<file path="config.mk">
export PLATFORM = sky130hd
export DESIGN_NAME = q_device_responder
export DESIGN_NICKNAME = d
export VERILOG_FILES = /design/src/rtl/q_device_responder_pkg.sv /design/src/rtl/q_device_responder_sync2.sv /design/src/rtl/q_device_responder.sv
export SDC_FILE = /design/constraint.sdc
export NUM_CORES = 1
export LEC_CHECK = 0
export CORE_ASPECT_RATIO = 1.1
export CORE_MARGIN = 3
export CORE_UTILIZATION = 49
export DETAILED_ROUTE_END_ITERATION = 8
export GPL_TIMING_DRIVEN = 0
export PLACE_DENSITY_LB_ADDON = 0.12
export SLEW_MARGIN = 30
export SYNTH_ARGS = -nofsm -noshare
export SYNTH_HDL_FRONTEND = slang
export SYNTH_SLANG_ARGS = --single-unit
</file>
<file path="constraint.sdc">
create_clock -name clk -period 2.1 [get_ports clk]
set_input_delay 0.42 -clock clk [delete_from_list [all_inputs] [get_ports clk]]
set_output_delay 0.42 -clock clk [all_outputs]
set_load 0.1 [all_outputs]
</file>
<file path="src/rtl/q_device_responder_pkg.sv">
// q_chan_pkg: shared Q-channel definitions.
//   q_state_e           - responder FSM state encoding (3 bits, exposed on the
//                         'state' debug port of q_device_responder).
//   Q_IDLE_WAIT_DEF     - default consecutive idle cycles before accepting.
//   Q_DENY_TIMEOUT_DEF  - default cycles in REQUEST before denying.
//   Q_SYNC_STAGES       - request synchronizer depth when Q_RESP_SYNC_EN is set.
package q_chan_pkg;

  typedef enum logic [2:0] {
    Q_RUN      = 3'd0,
    Q_REQUEST  = 3'd1,
    Q_STOPPED  = 3'd2,
    Q_EXIT     = 3'd3,
    Q_DENIED   = 3'd4,
    Q_CONTINUE = 3'd5
  } q_state_e;

  localparam int Q_IDLE_WAIT_DEF    = 4;
  localparam int Q_DENY_TIMEOUT_DEF = 32;
  localparam int Q_SYNC_STAGES      = 2;

endpackage

</file>
<file path="src/rtl/q_device_responder_sync2.sv">
// q_sync2: generic two-flop synchronizer with a parameterized reset value.
// Ports:
//   clk      in  clock
//   reset_n  in  asynchronous active-low reset (flops load RESET_VAL)
//   d        in  asynchronous input
//   q        out synchronized output (two clk edges of latency)
module q_sync2 #(
  parameter logic RESET_VAL = 1'b0
) (
  input  logic clk,
  input  logic reset_n,
  input  logic d,
  output logic q
);

  logic [1:0] sync_q;
  logic [1:0] sync_d;

  always_comb begin
    sync_d = {sync_q[0], d};
  end

  always_ff @(posedge clk or negedge reset_n) begin
    if (!reset_n) begin
      sync_q <= {2{RESET_VAL}};
    end else begin
      sync_q <= sync_d;
    end
  end

  assign q = sync_q[1];

endmodule

</file>
<file path="src/rtl/q_device_responder.sv">
// q_device_responder: device-side Q-channel responder. Answers the power
// controller's quiescence request (qreqn) with an accept (qacceptn low) once
// the device has been idle for IDLE_WAIT consecutive cycles, or a denial
// (qdeny) on a wake request or after DENY_TIMEOUT cycles in REQUEST.
// Optional build macro: Q_RESP_SYNC_EN - qreqn passes through a two-flop
// synchronizer (adds 2 cycles of request/exit latency). Undefined: qreqn is
// assumed synchronous to clk and used directly.
// Ports:
//   clk, reset_n   clock, asynchronous active-low reset
//   qreqn          controller quiescence request, active-low
//   dev_busy       device has outstanding work
//   wake_req       device wants to stay/become powered
//   qacceptn       quiescence accept, active-low
//   qdeny          quiescence denial
//   qactive        registered (dev_busy | wake_req)
//   quiesce        device must stop taking new work (REQUEST, STOPPED)
//   stopped        clocks/power may be removed (STOPPED)
//   proto_err      sticky controller protocol violation flag
//   state          current FSM state (debug, q_state_e encoding)
// Handshake: qreqn/qacceptn/qdeny follow the four-phase Q-channel protocol;
// qreqn may only rise once qacceptn is low or qdeny is high, and may only fall
// again once qacceptn is back high and qdeny is back low.
module q_device_responder
  import q_chan_pkg::*;
#(
  parameter int IDLE_WAIT    = Q_IDLE_WAIT_DEF,
  parameter int DENY_TIMEOUT = Q_DENY_TIMEOUT_DEF
) (
  input  logic       clk,
  input  logic       reset_n,
  input  logic       qreqn,
  input  logic       dev_busy,
  input  logic       wake_req,
  output logic       qacceptn,
  output logic       qdeny,
  output logic       qactive,
  output logic       quiesce,
  output logic       stopped,
  output logic       proto_err,
  output logic [2:0] state
);

  localparam int CW = $clog2(DENY_TIMEOUT + 1);
  localparam logic [CW-1:0] IDLE_LAST = CW'(IDLE_WAIT - 1);
  localparam logic [CW-1:0] TO_LAST   = CW'(DENY_TIMEOUT - 1);

  logic qreqn_s;

`ifdef Q_RESP_SYNC_EN
  q_sync2 #(
    .RESET_VAL (1'b1)
  ) u_qreqn_sync (
    .clk     (clk),
    .reset_n (reset_n),
    .d       (qreqn),
    .q       (qreqn_s)
  );
`else
  assign qreqn_s = qreqn;
`endif

  q_state_e      state_q, state_d;
  logic [CW-1:0] idle_cnt_q, idle_cnt_d;
  logic [CW-1:0] to_cnt_q, to_cnt_d;
  logic          proto_err_q, proto_err_d;
  logic          qactive_q, qactive_d;
  logic          dev_idle;

  // Counters stop at all-ones rather than wrapping.
  function automatic logic [CW-1:0] sat_inc(input logic [CW-1:0] v);
    return (v == {CW{1'b1}}) ? v : v + CW'(1);
  endfunction

  assign dev_idle = !dev_busy && !wake_req;

  always_comb begin
    state_d     = state_q;
    idle_cnt_d  = idle_cnt_q;
    to_cnt_d    = to_cnt_q;
    proto_err_d = proto_err_q;
    qactive_d   = dev_busy | wake_req;
    case (state_q)
      Q_RUN: begin
        if (!qreqn_s) begin
          state_d    = Q_REQUEST;
          idle_cnt_d = '0;
          to_cnt_d   = '0;
        end
      end
      Q_REQUEST: begin
        idle_cnt_d = dev_idle ? sat_inc(idle_cnt_q) : '0;
        to_cnt_d   = sat_inc(to_cnt_q);
        // A withdrawn request here is illegal; flag it and do not accept.
        // Only a deny (wake or timeout) may still leave REQUEST.
        if (qreqn_s) begin
          proto_err_d = 1'b1;
        end
        if (dev_idle && (idle_cnt_q == IDLE_LAST) && !qreqn_s) begin
          state_d = Q_STOPPED;
        end else if (wake_req) begin
          state_d = Q_DENIED;
        end else if (to_cnt_q == TO_LAST) begin
          state_d = Q_DENIED;
        end
      end
      Q_STOPPED: begin
        if (qreqn_s) begin
          state_d = Q_EXIT;
        end
      end
      Q_EXIT: begin
        if (!qreqn_s) begin
          proto_err_d = 1'b1;
        end
        state_d = Q_RUN;
      end
      Q_DENIED: begin
        if (qreqn_s) begin
          state_d = Q_CONTINUE;
        end
      end
      Q_CONTINUE: begin
        if (!qreqn_s) begin
          proto_err_d = 1'b1;
        end
        state_d = Q_RUN;
      end
      default: begin
        state_d = Q_RUN;
      end
    endcase
  end

  always_ff @(posedge clk or negedge reset_n) begin
    if (!reset_n) begin
      state_q     <= Q_RUN;
      idle_cnt_q  <= '0;
      to_cnt_q    <= '0;
      proto_err_q <= 1'b0;
      qactive_q   <= 1'b0;
    end else begin
      state_q     <= state_d;
      idle_cnt_q  <= idle_cnt_d;
      to_cnt_q    <= to_cnt_d;
      proto_err_q <= proto_err_d;
      qactive_q   <= qactive_d;
    end
  end

  // All outputs decode registered state only.
  assign qacceptn  = !((state_q == Q_STOPPED) || (state_q == Q_EXIT));
  assign qdeny     = (state_q == Q_DENIED) || (state_q == Q_CONTINUE);
  assign quiesce   = (state_q == Q_REQUEST) || (state_q == Q_STOPPED);
  assign stopped   = (state_q == Q_STOPPED);
  assign qactive   = qactive_q;
  assign proto_err = proto_err_q;
  assign state     = state_q;

endmodule

</file>
==> results of run 1 <==
-- layer usage --
| metal | global-route usage (%) | share of wire (%) | vias to the layer above |
|---|---|---|---|
| li1 | - | - | 414 |
| met4 | 9.00 | 1.7 | 0 |
| met1 | 24.3 | 44 | 418 |
| met3 | 3.38 | 4.0 | 4 |
| met5 | 0 | 0 | - |
| met2 | 33.3 | 50 | 27 |
-- Yosys cell counts, drive strengths merged (3+ instances only) --
cell / n
a21oi: 13
and3: 3
clkbuf: 4
dfrtp: 17
inv: 3
nand2: 8
nand2b: 6
nand3: 6
nor2: 6
o21ai: 7
o31ai: 3
-- power groups by stage --
| stage | sequential [W] | clock [W] | combinational, W |
|---|---|---|---|
| floorplan | 0.000586 | 0 | 0.000464 |
| global route | 0.000465 | 0.000198 | 0.000805 |
| global placement | 0.000457 | 0 | 0.000735 |
| detailed placement | 0.000460 | 0 | 0.000755 |
| CTS | 0.000452 | 0.000184 | 0.000749 |
| finish | 0.000453 | 0.000178 | 0.000747 |
-- state kept, by name, indices dropped and copies added, names as in the netlist --
register    count
proto_err       1
to_cnt_q        6
idle_cnt_q      6
state           3
qactive         1
-- cell families (layout without fill, tap and decap cells) --
family	Yosys count	in the layout
adder cells (fa/ha/maj)	2	2
AO/OA/AOI/OAI	32	32
AND/OR/NAND/NOR	42	42
multiplexers	1	1
buffers and inverters	8	25
flip-flops	17	17
XOR/XNOR	2	2
-- repair_timing --
item,4_1_cts,5_1_grt
buffers inserted,0,0
resized for setup,26,4
endpoints found under the setup margin,9,3
hold buffers,0,0
-- per-stage QoR --
stage               hold slack [ps]  instance area, sq um  utilization (%)  TNS [ps]
detailed placement              452                  1200             65.4     -1490
CTS                             475                  1220             66.2         0
finish                          472                  1220             66.2         0
global route                    512                  1220             66.2         0
floorplan                       124                  1040                -     -84.7
global placement                453                  1200             65.4     -1450
-- worst paths after layout --
path | cells past startpoint | start | to | slack, ps
worst max-delay path | 1 | state[2] | state[2] | 50
max in group asynchronous | 1 | reset_n | state[1] | 960
min in group asynchronous | 1 | reset_n | to_cnt_q[4] | 570
worst min-delay path | 1 | proto_err | proto_err | 470
worst max register to register | 5 | to_cnt_q[0] | to_cnt_q[5] | 390
worst min register to register | 1 | proto_err | proto_err | 470
-- final cells by class --
class	instances	area (sq um)	share of cell area, %
repair buffers	13	120	9.85
flip-flops and latches	17	437	35.8
plain buffers	5	46.3	3.79
well taps	27	33.8	2.77
clock buffers	4	26.3	2.15
multi-input cells	79	546	44.7
inverters	3	11.3	0.923
==> results.json, run 1 <==
{
  "outcome": "completed",
  "synthDistinctLibCells": 34,
  "peakVddDrop_v": 0.000655,
  "synthToLayoutAreaGrowth_pct": 23.7,
  "power_frac_seq_pct": 32.9,
  "cp_top_family": "buffers and inverters",
  "ys_seq_area_share_pct": 43.1,
  "slowest_stage": "dlygate4sd2_1",
  "yosys_warnings": 0,
  "synth_top_area_cell": "dfrtp_1",
  "cts_tree": "done",
  "power.density_mw_per_mm2": 1130,
  "required_ps": 1680,
  "cts_sinks": 17,
  "netSwitchingPower_w": 0.000680,
  "final_layout_size_suffix_gt1_share_pct": 17.4,
  "p_sw_share_pct": 49.4,
  "drtIter0Drc": 8,
  "rows": 16,
  "synthAdderAreaFrac_pct": 2.54,
  "hold_viol_final": 0,
  "pwr-share-comb_pct": 54.2,
  "critPathMaxFanout": 4,
  "cap_violations": 0,
  "avgSynthCellArea_sq_um": 9.48,
  "syn_inst": 104,
  "avgViaCountPerCell": 5.83,
  "critPathCaptureType": "output pin",
  "synthesis.area_sq_um": 986,
  "synthTopCellsByArea": "dfrtp_1 43%, a21oi_1 6.6%, o21ai_0 3.6%, nand2b_1 3.2%, nand3_1 3.0%",
  "synthMuxAreaShare_pct": 1.02,
  "root_buffer": "clkbuf_4",
  "die-area_sq_mm": 0.00259,
  "max_stage_delay_ps": 860,
  "async_reset_ff_share_pct": 100,
  "worstPathArrival_ps": 1630,
  "synth_nets": 111,
  "io_buffers": 13,
  "core_sq_mm": 0.00184,
  "layout_min_cycle_time_ps": 2050,
  "p_clk_share_pct": 12.9,
  "clockBufferDepth": 2,
  "ys_seq_elements": 17,
  "clk_pin_slew_ps": 100,
  "cts_max_level": 1,
  "synth_xor_area_share_pct": 1.78,
  "routedWlPerCell_um": 14.3,
  "nFillCells": 177,
  "p_total_w": 0.00138,
  "first_global_vias": 870,
  "mostFrequentLayoutCells": "14 x dfrtp_1, 12 x a21oi_1, 8 x nand2_1",
  "setup_ws_ps": 54.4,
  "dp_hpwl_um": 1570,
  "fin_crit_sh_pct": 97.4,
  "slew_violations": 0,
  "grt_start_max_net_pins": 18,
  "slew_headroom_pct": 36.7,
  "synth_flop_cell": "dfrtp_1",
  "place_ws_ps": -504,
  "place_congestion": 0.752,
  "synth_top_family_by_area": "simple AND/OR/NAND/NOR gates",
  "dr.pass1.iters": 4,
  "leakage_nw": 0.502,
  "worst_setup_path_start_kind": "register",
  "numCtsBuffers": 3,
  "crit_type": "register to output pin",
  "path_buf_inv": 1,
  "drtAntennaViolNets": 0,
  "internal_power_w": 0.000697,
  "rsz0062_at_grt": "false",
  "die_h_um": 53.0,
  "clock_latency_ps": 290,
  "stdcell_count": 148,
  "grt_pass1_wl_um": 3880,
  "io_pins": 14,
  "synth_compound_area_share_pct": 21.3,
  "synth_edf_count": 0,
  "netlist.area_leader.share_pct": 43.1,
  "worst_pin_slew_ps": 953,
  "grt_overflow": 0,
  "hp-class": "register to register",
  "antenna_cells": 0,
  "initial_core_util_pct": 53.5,
  "synthSimpleGateAreaFrac_pct": 26.4,
  "drt-total-wl_um": 2120,
  "vias": 863,
  "die_w_um": 48.8,
  "fin_skew_ps": 2.46,
  "cp_cell_sequence": "dlygate4sd2_1",
  "place_inst": 144,
  "nets": 129,
  "max_freq_mhz": 489,
  "antenna_found_initial": 0,
  "layout_commonest_cell": "dfrtp_1",
  "setup_viol": 0,
  "drc": 0,
  "grt_usage_pct": 19.5
}
No activity file was read; power rests on OpenSTA's default activity.
==> run 2: changes to the inputs <==
--- a/config.mk
+++ b/config.mk
@@ -8,6 +8,7 @@
 export CORE_ASPECT_RATIO = 1.1
 export CORE_MARGIN = 3
 export CORE_UTILIZATION = 49
+export CTS_BUF_LIST = sky130_fd_sc_hd__clkbuf_2
 export DETAILED_ROUTE_END_ITERATION = 8
 export GPL_TIMING_DRIVEN = 0
 export PLACE_DENSITY_LB_ADDON = 0.12
==> results.json, run 2 (synthesized netlist as in run 1, its figures left out) <==
{
  "outcome": "completed",
  "rsz0062_at_grt": "true",
  "stdcell_area_sq_mm": 0.00123,
  "dp_hpwl_um": 1570,
  "peakVddDrop_v": 0.000680,
  "leakage_nw": 0.508,
  "worst_setup_path_start_kind": "register",
  "slew_headroom_pct": 36.7,
  "drt-total-wl_um": 2170,
  "fin_crit_sh_pct": 97.3,
  "clk_pin_slew_ps": 160,
  "postPlaceCellArea_sq_mm": 0.00120,
  "grt_pass1_wl_um": 3870,
  "hp-class": "register to register",
  "clockBufferDepth": 2,
  "layout_min_cycle_time_ps": 2040,
  "die-area_sq_mm": 0.00259,
  "required_ps": 1680,
  "io_buffers": 13,
  "root_buffer": "clkbuf_2",
  "critPathMaxFanout": 10,
  "grt_overflow": 0,
  "crit_type": "register to output pin",
  "initial_core_util_pct": 53.5,
  "layout_commonest_cell": "dfrtp_1",
  "clock_latency_ps": 300,
  "slew_violations": 0,
  "setup_viol": 0,
  "max_freq_mhz": 489,
  "final_layout_size_suffix_gt1_share_pct": 19.7,
  "grt_usage_pct": 19.5,
  "mostFrequentLayoutCells": "14 x dfrtp_1, 12 x a21oi_1, 8 x nand2_1",
  "place_congestion": 0.752,
  "vias": 863,
  "die_h_um": 53.0,
  "core_sq_mm": 0.00184,
  "first_global_vias": 863,
  "dr.pass1.iters": 6,
  "power.density_mw_per_mm2": 1110,
  "numCtsBuffers": 3,
  "cap_violations": 0,
  "synthToLayoutAreaGrowth_pct": 25.1,
  "nets": 130,
  "drc": 0,
  "hold_viol_final": 0,
  "drtAntennaViolNets": 0,
  "avgViaCountPerCell": 5.79,
  "routedWlPerCell_um": 14.5,
  "worst_pin_slew_ps": 954,
  "cts_tree": "done",
  "drtIter0Drc": 12,
  "io_pins": 14,
  "grt_start_max_net_pins": 18,
  "hold_buffers": 0,
  "fin_skew_ps": 1.31,
  "cts_max_level": 1,
  "antenna_cells": 0,
  "worstPathArrival_ps": 1620,
  "cts_sinks": 17,
  "antenna_found_initial": 0,
  "critPathCaptureType": "output pin",
  "die_w_um": 48.8,
  "tns_ps": 0,
  "rows": 16
}
run 2: cell count changes in the layout (fill, tap and decap cells not counted):
cell / before / now
clkbuf_2: 0 / 5
clkbuf_4: 3 / 0
buf_12: 0 / 2
dlygate4sd2_1: 5 / 3
buf_4: 0 / 1
buf_6: 2 / 1
clkbuf_1: 3 / 2
clkbuf_8: 2 / 1
clkdlybuf4s15_1: 0 / 1
run 2: final timing paths:
path                             start          end  slack (ps)  cells past startpoint
max                           state[0]      quiesce          60                      4
min                          proto_err    proto_err         480                      1
max reg2reg                to_cnt_q[0]  to_cnt_q[5]         370                      5
min reg2reg                  proto_err    proto_err         480                      1
max in group asynchronous      reset_n     state[1]         990                      1
min in group asynchronous      reset_n  to_cnt_q[4]         550                      1
run 2: cell type report:
type	instances	area, sq um
plain buffers	5	47.5
clock buffers	4	20.0
fillers	170	608
inverters	3	11.3
multi-input cells	79	546
flip-flops and latches	17	437
well taps	27	33.8
repair buffers	14	139
run 2: timing repair:
| item | CTS | global route |
|---|---|---|
| setup endpoints to repair | 9 | 4 |
| pin swaps | 0 | 1 |
| gates cloned | 0 | 0 |
| resized for setup | 29 | 8 |
| setup buffers | 0 | 1 |
| endpoints found under the hold margin | 0 | 0 |
run 2: routing by layer:
| layer | routed length [um] | track usage, % | vias to the layer above |
|---|---|---|---|
| li1 | - | - | 417 |
| met1 | 952 | 24.3 | 421 |
| met2 | 1100 | 33.0 | 21 |
| met3 | 76 | 3.38 | 4 |
| met4 | 36 | 9.48 | 0 |
| met5 | 0 | 0 | - |
run 2: critical path, stage by stage (launching register included):
cell	delay (ps)
dfrtp_4	540
buf_8	150
or2b_1	260
a21oi_4	180
buf_12	190
run 2: where the power goes:
group / internal (W) / switching [W]
clock: 0.0000505 / 0.000104
sequential: 0.000390 / 0.0000669
combinational: 0.000247 / 0.000517
total: 0.000687 / 0.000688
run 2: through the flow:
stage	util (%)	std cells	total power, W	setup WS [ps]	hold slack [ps]
final	67.0	149	0.00138	56.2	484
after global routing	67.0	149	0.00146	-8.85	526
after CTS	65.7	148	0.00136	4.27	488
after detailed placement	65.4	144	0.00122	-504	452
after global placement	65.4	144	0.00119	-497	453
after floorplan	-	104	0.00105	-84.7	124
==> run 3: changes to the inputs <==
--- a/config.mk
+++ b/config.mk
@@ -7,8 +7,9 @@
 export LEC_CHECK = 0
 export CORE_ASPECT_RATIO = 1.1
 export CORE_MARGIN = 3
-export CORE_UTILIZATION = 49
+export CORE_UTILIZATION = 30
 export CTS_BUF_LIST = sky130_fd_sc_hd__clkbuf_2
+export CTS_CLUSTER_DIAMETER = 80
 export DETAILED_ROUTE_END_ITERATION = 8
 export GPL_TIMING_DRIVEN = 0
 export PLACE_DENSITY_LB_ADDON = 0.12
==> results.json, run 3 (synthesized netlist as in run 1, its figures left out) <==
{
  "p_total_w": 0.00137,
  "leakage_nw": 0.503,
  "dp_hpwl_um": 1540,
  "dr.pass1.iters": 4,
  "grt_start_max_net_pins": 18,
  "hold_viol_final": 0,
  "clockBufferDepth": 2,
  "slew_headroom_pct": 36.1,
  "place_congestion": 0.803,
  "drt-total-wl_um": 2090,
  "power.density_mw_per_mm2": 1110,
  "synthToLayoutAreaGrowth_pct": 25.0,
  "io_pins": 14,
  "cap_violations": 0,
  "routedWlPerCell_um": 13.4,
  "die_h_um": 66.1,
  "fin_skew_ps": 10.6,
  "cts_max_level": 1,
  "root_buffer": "clkbuf_2",
  "drc": 0,
  "nets": 130,
  "max_freq_mhz": 496,
  "avgViaCountPerCell": 5.35,
  "nFillCells": 317,
  "rsz0062_at_grt": "true",
  "first_global_vias": 759,
  "antenna_found_initial": 0,
  "die_w_um": 60.7,
  "worst_setup_path_start_kind": "register",
  "setup_viol": 0,
  "outcome": "completed",
  "grt_pass1_wl_um": 3610,
  "stdcell_area_sq_mm": 0.00123,
  "vias": 834,
  "numCtsBuffers": 3,
  "drtAntennaViolNets": 0,
  "stdcell_count": 156,
  "final_layout_size_suffix_gt1_share_pct": 20.5,
  "critPathMaxFanout": 10,
  "hp-class": "register to register",
  "worstPathArrival_ps": 1600,
  "layout_min_cycle_time_ps": 2020,
  "drtIter0Drc": 35,
  "slew_violations": 0,
  "initial_core_util_pct": 31.8,
  "final_util_pct": 39.7,
  "required_ps": 1680,
  "critPathCaptureType": "output pin",
  "clk_pin_slew_ps": 160,
  "crit_type": "register to output pin",
  "rows": 21,
  "mostFrequentLayoutCells": "14 x dfrtp_1, 12 x a21oi_1, 8 x nand2_1",
  "antenna_cells": 0,
  "layout_commonest_cell": "dfrtp_1",
  "io_buffers": 13,
  "fin_crit_sh_pct": 96.0,
  "peakVddDrop_v": 0.000269,
  "grt_overflow": 0,
  "core_sq_mm": 0.00310,
  "tns_ps": 0,
  "place_inst": 151,
  "postPlaceCellArea_sq_mm": 0.00121,
  "worst_pin_slew_ps": 963,
  "grt_usage_pct": 12.0,
  "cts_tree": "done",
  "clock_latency_ps": 290,
  "die-area_sq_mm": 0.00401,
  "cts_sinks": 17
}
[run 3: cell types whose count changed in the layout (fill, tap and decap cells not counted), sizes merged]
cell,before,now
buf,7,6
clkbuf,8,10
dlygate4sd2,3,2
[run 3: worst paths after layout]
| check | start | to | slack, ps | depth (start not counted) |
|---|---|---|---|---|
| worst min-delay path | proto_err | proto_err | 490 | 1 |
| worst max-delay path | state[0] | quiesce | 80 | 4 |
| max in group asynchronous | reset_n | state[0] | 940 | 1 |
| min in group asynchronous | reset_n | idle_cnt_q[1] | 570 | 1 |
| worst min register to register | proto_err | proto_err | 490 | 1 |
| worst max register to register | to_cnt_q[0] | to_cnt_q[5] | 430 | 5 |
[run 3: critical path, cell delays in order (launching register included)]
cell	delay, ps
dfrtp_4	540
clkbuf_8	180
or2b_1	270
a21oi_4	150
buf_12	180
[run 3: metal layers]
metal,vias up,GRT usage (%),wire length (um)
met2,16,17.6,968
met1,399,16.7,1020
met4,0,4.88,16
li1,417,-,-
met5,-,0,0
met3,2,2.54,90
[run 3: final cells by class]
cell class              count  area, sq um  area share [%]
inverters                   3         11.3           0.914
well taps                  34         42.5            3.45
multi-input cells          79          546            44.3
clock buffers               4         20.0            1.62
repair buffers             14          130            10.6
plain buffers               5         46.3            3.76
flip-flops and latches     17          437            35.4
[run 3: where the power goes]
part	total (W)	internal (W)	leakage, nW	switching (W)
logic	0.000771	0.000250	0.269	0.000521
registers	0.000442	0.000389	0.218	0.0000529
clock network	0.000153	0.0000505	0.0166	0.000103
[run 3: metrics by stage]
stage	hold slack (ps)	setup WS [ps]
after global routing	534	-29.3
after detailed placement	456	-500
final	490	83.3
after floorplan	124	-84.7
after CTS	494	17.6
after global placement	454	-501
[run 3: repair_timing]
action                     4_1_cts  5_1_grt
hold buffers                     0        0
setup endpoints to repair        9        5
resized for setup               30        7
buffers inserted                 0        1
